==> src/rtl/hms_pkg.sv <==
// Shared encodings and field limits for the HH:MM:SS timekeeper.
package hms_pkg;

  localparam int unsigned FIELD_W = 6;
  typedef logic [FIELD_W-1:0] field_t;

  localparam logic [1:0] MODE_CLOCK = 2'd0;
  localparam logic [1:0] MODE_SETUP = 2'd1;
  localparam logic [1:0] MODE_TIMER = 2'd2;

  localparam logic [1:0] POS_SEC  = 2'd0;
  localparam logic [1:0] POS_MIN  = 2'd1;
  localparam logic [1:0] POS_HOUR = 2'd2;

  localparam field_t SEC_MAX = 6'd59;
  localparam field_t MIN_MAX = 6'd59;

endpackage

==> src/rtl/mod_cnt.sv <==
// 6-bit modulo up/down counter; o_wrap flags the wrap (up) or borrow (down) step.
module mod_cnt (
  input  logic       clk,
  input  logic       rst_n,
  input  logic [5:0] i_max,
  input  logic       i_up,
  input  logic       i_dn,
  output logic [5:0] o_val,
  output logic       o_wrap
);
  import hms_pkg::*;

  // Combinational so carries ripple through every field within one cycle.
  assign o_wrap = (i_up & (o_val == i_max)) | (~i_up & i_dn & (o_val == '0));

  always_ff @(posedge clk or negedge rst_n) begin
    if (!rst_n) begin
      o_val <= '0;
    end else if (i_up) begin
      o_val <= (o_val == i_max) ? '0 : o_val + 6'd1;
    end else if (i_dn) begin
      o_val <= (o_val == '0) ? i_max : o_val - 6'd1;
    end
  end

endmodule

==> src/rtl/hms_clock_core.sv <==
// HH:MM:SS clock with setup and countdown-timer modes, tick-enable based, single clock.
module hms_clock_core #(
  parameter int unsigned CLK_HZ   = 50_000_000,
  parameter int unsigned HOUR_MAX = 23,
  parameter int unsigned BUZZ_SEC = 5
) (
  input  logic       clk,
  input  logic       rst_n,
  input  logic       i_mode_pls,
  input  logic       i_pos_pls,
  input  logic       i_inc_pls,
  input  logic       i_run_pls,
  output logic [5:0] o_disp_h,
  output logic [5:0] o_disp_m,
  output logic [5:0] o_disp_s,
  output logic [1:0] o_mode,
  output logic [1:0] o_pos,
  output logic       o_run,
  output logic       o_buzz
);
  import hms_pkg::*;

  localparam int unsigned DIV_W = (CLK_HZ > 2) ? $clog2(CLK_HZ) : 1;
  localparam int unsigned BUZ_W = $clog2(BUZZ_SEC + 1);

  logic [DIV_W-1:0] div_q;
  logic             tick;
  logic [BUZ_W-1:0] buzz_left;

  field_t c_sec, c_min, c_hour, t_sec, t_min;
  logic   c_sec_wrap, c_min_wrap, c_hour_wrap, t_sec_wrap, t_min_wrap;
  logic   unused_wraps;

  logic run_ev, pos_ev, inc_ev, any_pls;
  logic clk_adv, set_inc, tmr_edit, tmr_inc, t_dec, t_zero, expire;

  assign tick = (div_q == DIV_W'(CLK_HZ - 1));

  always_ff @(posedge clk or negedge rst_n) begin
    if (!rst_n)    div_q <= '0;
    else if (tick) div_q <= '0;
    else           div_q <= div_q + 1'b1;
  end

  // Mode pulse masks everything else; remaining pulses resolve run > pos > inc.
  assign run_ev  = i_run_pls & ~i_mode_pls;
  assign pos_ev  = i_pos_pls & ~i_mode_pls & ~i_run_pls;
  assign inc_ev  = i_inc_pls & ~i_mode_pls & ~i_run_pls & ~i_pos_pls;
  assign any_pls = i_mode_pls | i_pos_pls | i_inc_pls | i_run_pls;

  assign clk_adv  = tick & (o_mode != MODE_SETUP);
  assign set_inc  = inc_ev & (o_mode == MODE_SETUP);
  assign tmr_edit = (o_mode == MODE_TIMER) & ~o_run;
  assign tmr_inc  = inc_ev & tmr_edit;
  assign t_dec    = o_run & tick;
  assign t_zero   = (t_min == '0) & (t_sec == '0);
  assign expire   = t_dec & (t_min == '0) & (t_sec == 6'd1);

  mod_cnt u_c_sec (.clk(clk), .rst_n(rst_n), .i_max(SEC_MAX),
    .i_up(clk_adv | (set_inc & (o_pos == POS_SEC))), .i_dn(1'b0),
    .o_val(c_sec), .o_wrap(c_sec_wrap));
  mod_cnt u_c_min (.clk(clk), .rst_n(rst_n), .i_max(MIN_MAX),
    .i_up((clk_adv & c_sec_wrap) | (set_inc & (o_pos == POS_MIN))), .i_dn(1'b0),
    .o_val(c_min), .o_wrap(c_min_wrap));
  mod_cnt u_c_hour (.clk(clk), .rst_n(rst_n), .i_max(6'(HOUR_MAX)),
    .i_up((clk_adv & c_sec_wrap & c_min_wrap) | (set_inc & (o_pos == POS_HOUR))), .i_dn(1'b0),
    .o_val(c_hour), .o_wrap(c_hour_wrap));
  mod_cnt u_t_sec (.clk(clk), .rst_n(rst_n), .i_max(SEC_MAX),
    .i_up(tmr_inc & (o_pos == POS_SEC)), .i_dn(t_dec),
    .o_val(t_sec), .o_wrap(t_sec_wrap));
  mod_cnt u_t_min (.clk(clk), .rst_n(rst_n), .i_max(MIN_MAX),
    .i_up(tmr_inc & (o_pos == POS_MIN)), .i_dn(t_dec & t_sec_wrap),
    .o_val(t_min), .o_wrap(t_min_wrap));

  assign unused_wraps = c_hour_wrap & t_min_wrap;

  always_ff @(posedge clk or negedge rst_n) begin
    if (!rst_n) begin
      o_mode <= MODE_CLOCK;
      o_pos  <= POS_SEC;
    end else begin
      case (o_mode)
        MODE_CLOCK, MODE_SETUP, MODE_TIMER: begin
          if (i_mode_pls) begin
            o_mode <= (o_mode == MODE_TIMER) ? MODE_CLOCK : o_mode + 2'd1;
            o_pos  <= POS_SEC;
          end else if (pos_ev && o_mode == MODE_SETUP) begin
            o_pos <= (o_pos == POS_HOUR) ? POS_SEC : o_pos + 2'd1;
          end else if (pos_ev && tmr_edit) begin
            o_pos <= (o_pos == POS_SEC) ? POS_MIN : POS_SEC;
          end
        end
        default: begin
          o_mode <= MODE_CLOCK;
          o_pos  <= POS_SEC;
        end
      endcase
    end
  end

  // A stop request on the tick still decrements, since t_dec uses the pre-toggle run.
  always_ff @(posedge clk or negedge rst_n) begin
    if (!rst_n)                              o_run <= 1'b0;
    else if (expire)                         o_run <= 1'b0;
    else if (run_ev && o_mode == MODE_TIMER) o_run <= ~o_run & ~t_zero;
  end

  always_ff @(posedge clk or negedge rst_n) begin
    if (!rst_n) begin
      o_buzz    <= 1'b0;
      buzz_left <= '0;
    end else if (expire) begin
      o_buzz    <= 1'b1;
      buzz_left <= BUZ_W'(BUZZ_SEC);
    end else if (any_pls) begin
      o_buzz <= 1'b0;
    end else if (o_buzz && tick) begin
      buzz_left <= buzz_left - 1'b1;
      if (buzz_left == BUZ_W'(1)) o_buzz <= 1'b0;
    end
  end

  always_comb begin
    o_disp_h = c_hour;
    o_disp_m = c_min;
    o_disp_s = c_sec;
    if (o_mode == MODE_TIMER) begin
      o_disp_h = '0;
      o_disp_m = t_min;
      o_disp_s = t_sec;
    end
  end

endmodule

==> config.mk <==
export PLATFORM = sky130hd
export DESIGN_NAME = hms_clock_core
export DESIGN_NICKNAME = d
export VERILOG_FILES = /design/src/rtl/hms_pkg.sv /design/src/rtl/mod_cnt.sv /design/src/rtl/hms_clock_core.sv
export SDC_FILE = /design/constraint.sdc
export NUM_CORES = 1
export LEC_CHECK = 0
export BUFFER_PORTS_ARGS = -buffer_cell sky130_fd_sc_hd__buf_2
export CORE_ASPECT_RATIO = 1.2
export CORE_MARGIN = 2
export CORE_UTILIZATION = 45
export CTS_CLUSTER_DIAMETER = 200
export DETAILED_ROUTE_END_ITERATION = 7
export GPL_TIMING_DRIVEN = 0
export PLACE_DENSITY_LB_ADDON = 0.1
export SYNTH_ARGS = -nofsm -noshare
export SYNTH_HDL_FRONTEND = slang
export SYNTH_SLANG_ARGS = --single-unit
==> constraint.sdc <==
create_clock -name clk -period 2.5 [get_ports clk]
set_input_delay 0.375 -clock clk [delete_from_list [all_inputs] [get_ports clk]]
set_output_delay 0.375 -clock clk [all_outputs]
set_load 0.01 [all_outputs]
* Yosys cells after proc, flatten, opt, wreduce, memory -nomap -nowiden *
Cells that the tools add are included.

operators by class
  add/subtract/negate cells = 11
  eq/ne operators = 16
  muxes and demuxes = 33
  bitwise logic cells = 41
  reductions and logical operators = 17

operators with widths
  operator               number
  $mux 6                 14
  $add 6x1->6 const B    5
  $and 1x1->1            28
  $add 26x1->26 const B  1
  $eq 26x26->1 const B   1
  $mux 26                1
  $eq 6x6->1 const B     4
  $mux 2                 8
  $logic_not 6->1        2
  $sub 6x1->6 const B    2
  $mux 3                 3
  $reduce_bool 2->1      4
  $mux 1                 7
  $or 1x1->1             7
  $eq 6x1->1 const B     1
  $eq 6x5->1 const B     1
  $not 1->1              6
  $reduce_bool 3->1      2
  $add 2x1->2 const B    2
  $eq 2x1->1 const B     2
  $eq 2x2->1 const B     2
  $logic_and 1x1->1      4
  $logic_not 2->1        2
  $ne 2x1->1 const B     2
  6 further kinds        7

word-level totals
  flip-flop bits (word level) = 65
  input bits = 6
  output and inout bits = 24
  word-level logic and storage cells = 129

* Longest topological paths before layout *
Gate-level depths: netlist of run 1.

  depth after elaboration = 13
  gate-level depth with buffers = 8
  mapped depth without buffers = 6

* Cells and area by module *
Synthesis of run 1 repeated with hierarchy kept, for this count alone.

unflattened totals
  cells, all modules = 590
  area, all modules = 5271.3 sq um

modules (own cells, without submodules)
  module          times used  cells each  area each (sq um)  sequential area each (sq um)
  mod_cnt         5           74          641.9              150.1
  hms_clock_core  1           220         2062.0             875.8

* Worst setup path after synthesis of run 1 *
OpenSTA, ideal clock, no wires.

  path type = in2reg
  start point = input i_mode_pls
  end point = register u_c_hour.o_val[4]
  setup time = 0.125 ns
  arrival time = 2.292 ns
  data required time = 2.375 ns
  slack = 0.083 ns
  cell stages on the path = 7
  buffers on the path = 3
  path through = buf_6 > or4b_4 > buf_6 > or4b_1 > buf_2 > a221o_1 > mux2_4

on the way
  word-level cells in the longest chain between the ends = 13
  elaborated cells on any way between the ends = 15
  classes of those cells = bitwise (15)

ends and longest elaborated chain
  what                           line                                        RTL
  from (decl)                    hms_clock_core.sv:9                         input logic i_mode_pls,
  $not 1->1 (*)                  hms_clock_core.sv:48                        assign inc_ev = i_inc_pls & ~i_mode_pls & ~i_run_pls & ~i_pos_pls;
  $and 1x1->1 (*) (3 in series)  hms_clock_core.sv:48
  $and 1x1->1 (*)                hms_clock_core.sv:52                        assign set_inc = inc_ev & (o_mode == MODE_SETUP);
  $and 1x1->1                    hms_clock_core.sv:60                        .i_up(clk_adv | (set_inc & (o_pos == POS_SEC))), .i_dn(1'b0),
  $or 1x1->1                     hms_clock_core.sv:60
  $and 1x1->1                    mod_cnt.sv:14                               assign o_wrap = (i_up & (o_val == i_max)) | (~i_up & i_dn & (o_val == '0));
  $and 1x1->1                    hms_clock_core.sv:63, hms_clock_core.sv:66
  $or 1x1->1                     hms_clock_core.sv:63                        .i_up((clk_adv & c_sec_wrap) | (set_inc & (o_pos == POS_MIN))), .i_dn(1'b0),
  $and 1x1->1                    mod_cnt.sv:14
  $and 1x1->1                    hms_clock_core.sv:66                        .i_up((clk_adv & c_sec_wrap & c_min_wrap) | (set_inc & (o_pos == POS_HOUR))), .i_dn(1'b0),
  $or 1x1->1 (*)                 hms_clock_core.sv:66
  to (signal assigned)           mod_cnt.sv:20                               o_val <= (o_val == i_max) ? '0 : o_val + 6'd1;
  to (signal assigned)           mod_cnt.sv:22                               o_val <= (o_val == '0) ? i_max : o_val - 6'd1;
  to (decl)                      mod_cnt.sv:8                                output logic [5:0] o_val,

Mark *: on every way between the ends. The rest lies on a longest branch, timed or not.
A chain may end at the register's enable or synchronous reset.

* Worst setup path in the final report of run 1 *
  start point = register div_q[0]
  end point = register div_q[22]

on the way
  word-level cells in the longest chain between the ends = 2
  elaborated cells on any way between the ends = 3
  classes of those cells = add/sub (1); eq/ne (1); mux (1)

ends and longest elaborated chain
  what                                                  line                                        RTL
  from (decl)                                           hms_clock_core.sv:26                        logic [DIV_W-1:0] div_q;
  from (signal assigned)                                hms_clock_core.sv:42                        else div_q <= div_q + 1'b1;
  $add 26x1->26 / $eq 26x26->1 (equally long branches)  hms_clock_core.sv:42, hms_clock_core.sv:37
  $mux 26 (*)                                           hms_clock_core.sv:41                        else if (tick) div_q <= '0;

Marks and branches as above.

==> impl_results.md, run 1 <==
- Number of placement rows: 37
- Post-detailed-route wirelength per cell: between 15 and 20 µm
- Crit share post-route: 0.937
- Slowest stage cell on the critical path: sky130_fd_sc_hd__or4b_2
- Dominant combinational cell family by area after synthesis: simple AND/OR/NAND/NOR gates
- Clk buf depth: 2
- Pin count of the biggest net entering global routing: 66
- Post-route standard cell area excluding fillers: 0.00457 mm²
- Number of nets in the synthesized netlist: roughly 460
- Maximum ir drop on the vdd rail: ~0.22 mV
- Largest area contributor in the netlist: sky130_fd_sc_hd__dfrtp_1
- Setup Crit Path Kind: flop to flop
- Number of diodes: 0
- Netlist area before placement: about 0.0040 mm²
- Total clock buffers created by CTS: 9
- Count of different cell masters after synthesis: 64
- Sinks on Clock Net: 65
- Multiplexer share of the synthesized area: 0.0536
- Slowest stage delay, CP: roughly 0.64 ns
- Most used standard cell by instance count after synthesis: sky130_fd_sc_hd__dfrtp_1
- Placement Cell Area: between 0.004 and 0.005 mm²
- Synth top area share: 0.403
- Average footprint of a synthesized cell: 9.10 µm²
- GR Util met1: 0.257
- Data required, critical path: between 2 and 3 ns
- RSZ-0062 raised after global routing: no
- HPWL Detailed: 6730 µm
- Total via count after detailed routing: 3473
- Post-Place Worst Slack: -0.211 ns
- Setup TNS: 0 ns
- Highest fanout seen on the critical path: 6
- Synth Flop Type: sky130_fd_sc_hd__dfrtp_1
- Headroom to the max-slew limit: 0.437
- Worst Setup End Kind: flop
- # port buffers: 28
- Cell class contributing the biggest share of worst-path delay: simple AND/OR/NAND/NOR gates
- Worst-path cell chain: ha_1 > and3_1 > nand4_1 > or2_2 > or4b_2 > nand3_1
- Area contributors post-synth: sky130_fd_sc_hd__dfrtp_1, sky130_fd_sc_hd__mux2_2, sky130_fd_sc_hd__ha_1
- Slew at the pin closest to its max-slew limit: about 0.84 ns
- Top cell types by occurrence after synthesis: sky130_fd_sc_hd__dfrtp_1, sky130_fd_sc_hd__nand2_1, sky130_fd_sc_hd__nor2_1
- Cells after synthesis: 444
- Post-CTS clock slew at the launch and capture registers of the worst setup and hold paths: around 0.080 ns
- Arrival @ worst endpoint: ~2.6 ns
- Final-report hold violation count: 0
- Filler Cell Count: between 800 and 900
- H-tree depth reported by CTS: 3
- Setup WS post-layout: 0.158 ns
- Initial core utilization: 0.467
- Result of the run: complete, no violations
- Detailed Route WL: roughly 9500 µm
- Arithmetic-cell share of the synthesized area counting full adders, half adders and majority gates: 0.0403
- Compound-Gate Fraction of Synth Area: 0.151
- Share of layout cells above drive strength 1: 0.177
- GPL Wtd Cong: 0.858
- Standard cell core area: about 0.0087 mm²
- Fraction of met2 tracks used by global routing: 0.351
- Async set-reset flop share out of synthesis: 1.00
- Power density over cell area: about 690 mW/mm²
- TritonCTS clock tree: built
- Worst hold margin: 0.112 ns
- Clock tree skew after final layout: around 0.010 ns
- Total GRT Usage: 0.205
- Remaining Overflow, GRT: 0
- Leak: approximately 0.0019 µW
- Final critical path time including I/O delays and setup: approximately 2.3 ns
- Flip-flop and latch count after synthesis: 65
- DRC violations left: 0
- Worst min-delay path category: input port to async pin
- Area growth syn-to-layout: 13.2%
- Peak-usage layer in the global routing report: met2
- EDFF count, synth: 0
- Count of TritonRoute iterations in the first routing pass: 4
- Die area: 0.00975 mm²
- Detail-routed via count per cell: 5.76
- Fraction of the mapped netlist area in simple logic gates: 0.264
- CTS Root Buffer Type: sky130_fd_sc_hd__clkbuf_8
- Sequential-to-total area share from yosys stat: 0.403
- Setup repair bufs after CTS: 0
- Met3 global-route usage: 0.0217
- Slew Viols, Final: 0
- Worst-Skew Late Latency: between 0.3 and 0.4 ns
- Total of warnings raised by yosys: 0
- Number of nets with antenna violations after detailed routing: 0
- Xor/xnor share of the synthesized area: 0.0520
- Power Total: ~3100 µW
- First-pass GRT wire length: ~16000 µm
- Vias in the first global route: ~3300
- Total of max-cap violations: 0
- Buffers plus inverters on the worst setup path: 0
- Total number of nets in the final design: 500
- Number of setup violations in the final report: 0
- Number of placed I/O pins: 30
- X dimension of the die: 90.5 µm
- Critical path launch point type: flop
- Highest attainable clock frequency: between 0.4 and 0.5 GHz
- Count of routing violations after the opening detailed-route iteration: about 190
- Floorplan die height: 108 µm
- Number of antenna violations at the first check in global routing: 0
## logic make-up (layout without fill, tap and decap cells)
kind of cell,Yosys count,count (layout)
adder cells (fa/ha/maj),13,13
buffers and inverters,34,76
XOR/XNOR,24,24
multiplexers,19,19
AO/OA/AOI/OAI,90,90
flip-flops,65,65
AND/OR/NAND/NOR,199,199
## layer usage
layer  vias to the layer above  routed length (µm)
met4                         0                 252
met5                         -                   0
met1                      1687                4280
met3                        20                 225
li1                       1710                   -
met2                        56                4760
## placed cells by master, fill, tap and decap left out, drive strengths merged, types with 3 or more instances in the layout
| master | synthesis | final |
|---|---|---|
| xor2 | 12 | 12 |
| a21boi | 3 | 3 |
| or3 | 6 | 6 |
| or4b | 3 | 3 |
| nor3 | 20 | 20 |
| nand4 | 11 | 11 |
| clkbuf | 16 | 25 |
| dfrtp | 65 | 65 |
| nor3b | 7 | 7 |
| inv | 11 | 11 |
| o21a | 3 | 3 |
| and3 | 6 | 6 |
| clkinvlp | 0 | 3 |
| ha | 13 | 13 |
| o211ai | 6 | 6 |
| a221oi | 3 | 3 |
| xnor2 | 12 | 12 |
| nand2b | 7 | 7 |
| a211oi | 4 | 4 |
| or4 | 4 | 4 |
| o21ai | 23 | 23 |
| and2 | 8 | 8 |
| o311ai | 3 | 3 |
| nand2 | 40 | 40 |
| a31oi | 4 | 4 |
| mux2 | 18 | 18 |
| buf | 7 | 35 |
| o31ai | 12 | 12 |
| nor4 | 7 | 7 |
| or2 | 5 | 5 |
| nand3 | 27 | 27 |
| a21oi | 12 | 12 |
| and4 | 4 | 4 |
| nor2 | 35 | 35 |
## layout make-up
class / instances / area, µm² / area share
Multi-Input combinational cell: 345 / 2320 / 0.508
Sequential cell: 65 / 1630 / 0.356
Clock buffer: 11 / 151 / 0.0331
Tap cell: 117 / 146 / 0.0320
Timing Repair Buffer: 28 / 143 / 0.0312
Buffer: 21 / 101 / 0.0222
Inverter: 11 / 41.3 / 0.00903
Clock inverter: 5 / 40.0 / 0.00876
## through the flow
step / cells / util
after global placement: 589 / 0.500
after global routing: 603 / 0.528
after CTS: 603 / 0.523
after detailed placement: 589 / 0.500
final: 603 / 0.528
after floorplan: 444 / -
## state kept, by name, indices dropped and copies added (netlist names)
signal          cells
u_t_sec.o_val       6
buzz_left           3
u_c_sec.o_val       6
o_run               1
o_pos               2
u_t_min.o_val       6
div_q              26
u_c_min.o_val       6
u_c_hour.o_val      6
o_buzz              1
o_mode              2
## final timing paths
| check | start | end | slack (ns) | cells after the start |
|---|---|---|---|---|
| worst max register to register | div_q[0] | div_q[22] | 0.16 | 6 |
| max in group asynchronous | rst_n | buzz_left[2] | 1.82 | 1 |
| min in group clk | i_mode_pls | o_pos[0] | 0.22 | 2 |
| worst max-delay path | div_q[0] | div_q[22] | 0.16 | 6 |
| worst min register to register | div_q[0] | div_q[0] | 0.49 | 1 |
| worst min-delay path | rst_n | u_c_min.o_val[3] | 0.11 | 1 |
## where the power goes
group / leakage, µW / internal, µW / switching (µW)
registers: 0.000817 / 1160 / 171
clock network: 0.0000878 / 417 / 443
logic: 0.000961 / 380 / 564
## timing repair
action | CTS | global route
setup endpoints to repair | 30 | 11
pin swaps | 0 | 0
cloned | 0 | 0
gates resized for setup | 5 | 6
hold buffers | 0 | 0
Power figures use the tool's default switching activity.
==> run 2, diff against run 1 <==
--- a/config.mk
+++ b/config.mk
@@ -5,7 +5,7 @@
 export SDC_FILE = /design/constraint.sdc
 export NUM_CORES = 1
 export LEC_CHECK = 0
-export BUFFER_PORTS_ARGS = -buffer_cell sky130_fd_sc_hd__buf_2
+export BUFFER_PORTS_ARGS = -buffer_cell sky130_fd_sc_hd__clkbuf_2
 export CORE_ASPECT_RATIO = 1.2
 export CORE_MARGIN = 2
 export CORE_UTILIZATION = 45
@@ -16,3 +16,4 @@
 export SYNTH_ARGS = -nofsm -noshare
 export SYNTH_HDL_FRONTEND = slang
 export SYNTH_SLANG_ARGS = --single-unit
+export TNS_END_PERCENT = 100
==> impl_results.md, run 2 (same netlist as run 1, synthesis figures left out) <==
- Number of setup violations in the final report: 0
- Power density over cell area: 712 mW/mm²
- Number of placement rows: 37
- Setup repair bufs after CTS: 0
- Data required, critical path: 2.79 ns
- Worst hold margin: around 0.22 ns
- Sinks on Clock Net: 65
- Final critical path time including I/O delays and setup: 2.32 ns
- Count of routing violations after the opening detailed-route iteration: 231
- Result of the run: complete, no violations
- DRC violations left: 0
- X dimension of the die: a little over 90 µm
- Number of cells on the worst hold path: 2
- # port buffers: 28
- Detailed Route WL: between 9000 and 10000 µm
- Headroom to the max-slew limit: 0.497
- Die area: 0.00975 mm²
- Number of diodes: 0
- Largest register FFs: 26
- Post-CTS clock slew at the launch and capture registers of the worst setup and hold paths: ~0.080 ns
- Worst Reg2Reg Path Length in Cells: 6
- Post-detailed-route wirelength per cell: between 15 and 20 µm
- Commonest cells after routing, fill and taps aside: sky130_fd_sc_hd__dfrtp_1, sky130_fd_sc_hd__nand2_1, sky130_fd_sc_hd__nor2_1
- Worst Setup End Kind: flop
- Start of the worst register-to-register path: div_q[0]
- Total of max-cap violations: 0
- Startpoint of the lowest-slack hold path: i_mode_pls
- Pin count of the biggest net entering global routing: 64
- CP startpoint: div_q[0]
- Arrival @ worst endpoint: 2.61 ns
- Largest Register: div_q
- Clk buf depth: 2
- GPL Wtd Cong: roughly 0.86
- Utilization after layout: 0.535
- Worst min-delay path category: input port to flop
- First-pass GRT wire length: between 15000 and 20000 µm
- Share of layout cells above drive strength 1: 0.176
- Total via count after detailed routing: approximately 3500
- Critical path launch point type: flop
- Vias in the first global route: 3341
- Most common cell after layout, fill and taps aside: sky130_fd_sc_hd__dfrtp_1
- Count of TritonRoute iterations in the first routing pass: 4
- Slew at the pin closest to its max-slew limit: between 0.7 and 0.8 ns
- Standard cell core area: between 0.008 and 0.009 mm²
- Highest attainable clock frequency: approximately 0.43 GHz
- HPWL Detailed: about 6700 µm
- Routed length on met1: 4180 µm
- Setup WS post-layout: ~0.18 ns
- RR Endpoint: div_q[22]
- Final-report hold violation count: 0
- Worst Hold Path EP: o_pos[0]
- Top routing layer used: met4
- Clock tree skew after final layout: about 0.012 ns
- Setup Crit Path Kind: flop to flop
- Number of antenna violations at the first check in global routing: 0
- Met2 WL: 4730 µm
- Post-Place Worst Slack: -0.151 ns
- Number of placed I/O pins: 30
- Total GRT Usage: 0.204
- Total clock buffers created by CTS: 9
- CTS Root Buffer Type: sky130_fd_sc_hd__clkbuf_8
- Storage cell area: roughly 0.0016 mm²
- Total area of multi-input combinational cells: 0.00232 mm²
- Slew Viols, Final: 0
- Highest fanout seen on the critical path: 6
- RSZ-0062 raised after global routing: yes
- Area growth syn-to-layout: 14.7%
- TritonCTS clock tree: built
- Total met3 wirelength after detailed routing: around 220 µm
- Worst-Skew Late Latency: around 0.36 ns
- Setup TNS: 0 ns
- Total number of nets in the final design: roughly 500
- Floorplan die height: around 110 µm
- Detail-routed via count per cell: around 5.8
- Initial core utilization: 0.467
- Remaining Overflow, GRT: 0
- H-tree depth reported by CTS: 3
- Number of nets with antenna violations after detailed routing: 0
- Leak: between 0.0015 and 0.002 µW
- Internal reg-to-reg setup slack: approximately 0.18 ns
- Filler Cell Count: 829
- Crit share post-route: 0.930
- Maximum ir drop on the vdd rail: 0.291 mV
[run 2: cell count changes in the layout (fill, tap and decap cells not counted), moves of 2 or more]
cell	previous run	this run
sky130_fd_sc_hd__clkinv_2	0	2
sky130_fd_sc_hd__clkbuf_2	1	29
sky130_fd_sc_hd__bufinv_16	0	2
sky130_fd_sc_hd__buf_2	32	5
sky130_fd_sc_hd__clkinvlp_4	3	0
[run 2: power by group]
| part | switching [µW] | internal, µW | total (µW) |
|---|---|---|---|
| logic | 560 | 385 | 945 |
| clock network | 434 | 588 | 1020 |
| registers | 174 | 1160 | 1330 |
| total | 1170 | 2130 | 3300 |
[run 2: area by class of cell]
| type | instances | area share |
|---|---|---|
| Buffer | 21 | 0.0221 |
| Clock buffer | 11 | 0.0305 |
| Clock inverter | 5 | 0.0170 |
| Inverter | 11 | 0.00891 |
| Multi-Input combinational cell | 345 | 0.500 |
| Sequential cell | 65 | 0.351 |
| Tap cell | 117 | 0.0316 |
| Timing Repair Buffer | 30 | 0.0389 |
[run 2: worst max-delay path, stage by stage, from the launching register on]
cell                      delay [ns]
sky130_fd_sc_hd__dfrtp_1        0.38
sky130_fd_sc_hd__ha_1           0.22
sky130_fd_sc_hd__and3_1         0.23
sky130_fd_sc_hd__nand4_1        0.27
sky130_fd_sc_hd__or2_2          0.43
sky130_fd_sc_hd__or4b_2         0.63
sky130_fd_sc_hd__nand3_1        0.10
[run 2: layer usage]
metal	up-vias	GRT usage
li1	1711	-
met1	1688	0.249
met2	58	0.352
met3	23	0.0273
met4	0	0.107
met5	-	0
[run 2: worst max path at each step]
stage	end	slack, ns
final	div_q[22]	0.18
after global routing	div_q[14]	-0.01
after CTS	o_disp_m[3]	0.02
after detailed placement	u_c_hour.o_val[4]	-0.15
after global placement	u_t_min.o_val[2]	-0.16
after floorplan	u_c_hour.o_val[4]	0.08
[run 2: per-stage QoR]
| stage | instances | total power [µW] | instance area (µm²) |
|---|---|---|---|
| CTS | 606 | 3310 | 4600 |
| floorplan | 444 | 1970 | 4040 |
| detailed placement | 590 | 2280 | 4360 |
| finish | 605 | 3300 | 4630 |
| global placement | 589 | 2250 | 4330 |
| global route | 605 | 3510 | 4630 |
[run 2: what timing repair did]
item,CTS,global route
endpoints found under the hold margin,2,0
resized for setup,5,7
hold buffers,1,0
setup endpoints to repair,26,22
gates cloned,0,0
==> run 3, diff against run 2 <==
--- a/config.mk
+++ b/config.mk
@@ -7,12 +7,13 @@
 export LEC_CHECK = 0
 export BUFFER_PORTS_ARGS = -buffer_cell sky130_fd_sc_hd__clkbuf_2
 export CORE_ASPECT_RATIO = 1.2
-export CORE_MARGIN = 2
+export CORE_MARGIN = 1
 export CORE_UTILIZATION = 45
 export CTS_CLUSTER_DIAMETER = 200
 export DETAILED_ROUTE_END_ITERATION = 7
 export GPL_TIMING_DRIVEN = 0
 export PLACE_DENSITY_LB_ADDON = 0.1
+export REMOVE_ABC_BUFFERS = 1
 export SYNTH_ARGS = -nofsm -noshare
 export SYNTH_HDL_FRONTEND = slang
 export SYNTH_SLANG_ARGS = --single-unit
==> impl_results.md, run 3 (same netlist as run 1, synthesis figures left out) <==
- Result of the run: complete, no violations
- Highest attainable clock frequency: roughly 0.43 GHz
- Clk buf depth: 2
- RSZ-0062 raised after global routing: yes
- TritonCTS clock tree: built
- Detail-routed via count per cell: 5.82
- Headroom to the max-slew limit: 0.524
- H-tree depth reported by CTS: 3
- Critical path launch point type: flop
- Placed cell count: 568
- Slowest stage cell on the critical path: sky130_fd_sc_hd__or4b_2
- Number of placement rows: 37
- Data required, critical path: 2.78 ns
- Worst min-delay path category: input port to flop
- Post-route standard cell area excluding fillers: ~0.0045 mm²
- First-pass GRT wire length: between 15000 and 20000 µm
- HPWL Detailed: approximately 6600 µm
- Count of routing violations after the opening detailed-route iteration: around 170
- Non-filler cells in the finished layout: 585
- Crit share post-route: 0.931
- Count of TritonRoute iterations in the first routing pass: 5
- Total of max-cap violations: 0
- Number of nets with antenna violations after detailed routing: 0
- Clock tree skew after final layout: 0.0124 ns
- Total via count after detailed routing: 3403
- Leak: around 0.0018 µW
- Buffers plus inverters on the worst setup path: 0
- Placement Cell Area: about 0.0043 mm²
- Area growth syn-to-layout: 10.8%
- Most common cell after layout, fill and taps aside: sky130_fd_sc_hd__dfrtp_1
- Cell class contributing the biggest share of worst-path delay: simple AND/OR/NAND/NOR gates
- Total GRT Usage: 0.212
- Commonest cells after routing, fill and taps aside: sky130_fd_sc_hd__dfrtp_1, sky130_fd_sc_hd__nand2_1, sky130_fd_sc_hd__nor2_1
- Largest Register: div_q
- Maximum ir drop on the vdd rail: ~0.34 mV
- Standard cell core area: 0.00866 mm²
- Worst Setup End Kind: flop
- Largest register FFs: 26
- Total clock buffers created by CTS: 9
- Number of antenna violations at the first check in global routing: 0
- Post-detailed-route wirelength per cell: roughly 16 µm
- Pin count of the biggest net entering global routing: 46
- Number of placed I/O pins: 30
- Setup TNS: 0 ns
- CTS Root Buffer Type: sky130_fd_sc_hd__clkbuf_8
- Final-report hold violation count: 0
- Worst-Skew Late Latency: around 0.34 ns
- GPL Wtd Cong: approximately 0.79
- Number of diodes: 0
- Floorplan die height: roughly 110 µm
- Vias in the first global route: ~3300
- Highest fanout seen on the critical path: 6
- Remaining Overflow, GRT: 0
- Setup Crit Path Kind: flop to flop
- Post-CTS clock slew at the launch and capture registers of the worst setup and hold paths: 0.07 ns
- Power density over cell area: between 600 and 700 mW/mm²
- Detailed Route WL: a little over 9000 µm
- X dimension of the die: about 90 µm
- Setup repair bufs after CTS: 0
- Initial core utilization: 0.467
- Slew at the pin closest to its max-slew limit: between 0.7 and 0.8 ns
- Final critical path time including I/O delays and setup: around 2.3 ns
- Worst-path cell chain: ha_1 > and3_1 > nand4_1 > or2_2 > or4b_2 > nand3_1
- Slowest stage delay, CP: approximately 0.63 ns
- Number of setup violations in the final report: 0
- Total number of nets in the final design: between 400 and 500
- Arrival @ worst endpoint: 2.61 ns
- DRC violations left: 0
- Slew Viols, Final: 0
- Sinks on Clock Net: 65
- Die area: about 0.0094 mm²
- # port buffers: 29
- Share of layout cells above drive strength 1: 0.167
-- run 3: cell count changes in the layout (fill, tap and decap cells not counted), moves of 2 or more --
cell                        previous run  this run
sky130_fd_sc_hd__clkinv_2              2         4
sky130_fd_sc_hd__bufinv_16             2         0
sky130_fd_sc_hd__buf_2                 5         0
sky130_fd_sc_hd__clkbuf_1             13         3
sky130_fd_sc_hd__buf_6                 2         0
-- run 3: final cells by class --
cell class                 count  area (µm²)
sequential                    65        1630
timing repair buffer          31         185
tap                          117         146
multi-input combinational    345        2320
clock buffer                  12         135
clock inverter                 4        20.0
inverter                      11        41.3
fill                         839        4180
-- run 3: repair_timing --
action,CTS,global route
hold buffers,1,0
endpoints found under the hold margin,20,0
endpoints found under the setup margin,30,16
resized for setup,4,7
-- run 3: path summary, 6_finish.rpt --
| check | from | end | slack (ns) | cells past startpoint |
|---|---|---|---|---|
| setup / recovery | div_q[0] | div_q[22] | 0.17 | 6 |
| hold / removal | i_mode_pls | o_pos[0] | 0.33 | 2 |
| setup reg to reg | div_q[0] | div_q[22] | 0.17 | 6 |
| hold reg to reg | div_q[0] | div_q[0] | 0.48 | 1 |
| max in group asynchronous | rst_n | div_q[18] | 1.46 | 3 |
| min in group asynchronous | rst_n | u_c_sec.o_val[2] | 0.50 | 2 |
-- run 3: routing by layer --
| layer | track usage | up-vias | wire (µm) | part of all wire |
|---|---|---|---|---|
| met1 | 0.272 | 1660 | 4310 | 0.46 |
| li1 | - | 1672 | - | - |
| met5 | 0 | - | 0 | 0 |
| met2 | 0.351 | 60 | 4650 | 0.50 |
| met3 | 0.0407 | 11 | 236 | 0.025 |
| met4 | 0.0772 | 0 | 127 | 0.014 |
-- run 3: where the power goes --
group	internal [µW]	total, µW	switching [µW]
combinational	364	844	480
sequential	1160	1410	250
clock	354	758	404
total	1880	3010	1130
-- run 3: through the flow --
step                      utilization  power (µW)  hold WS, ns  setup slack (ns)
final                           0.517        3010        0.329             0.171
after global routing            0.517        3210        0.340           -0.0131
after CTS                       0.512        3010        0.314            0.0294
after detailed placement        0.491        2240        0.319            -0.243
after global placement          0.488        2210        0.466            -0.212
after floorplan                     -        1930       0.0794             0.179
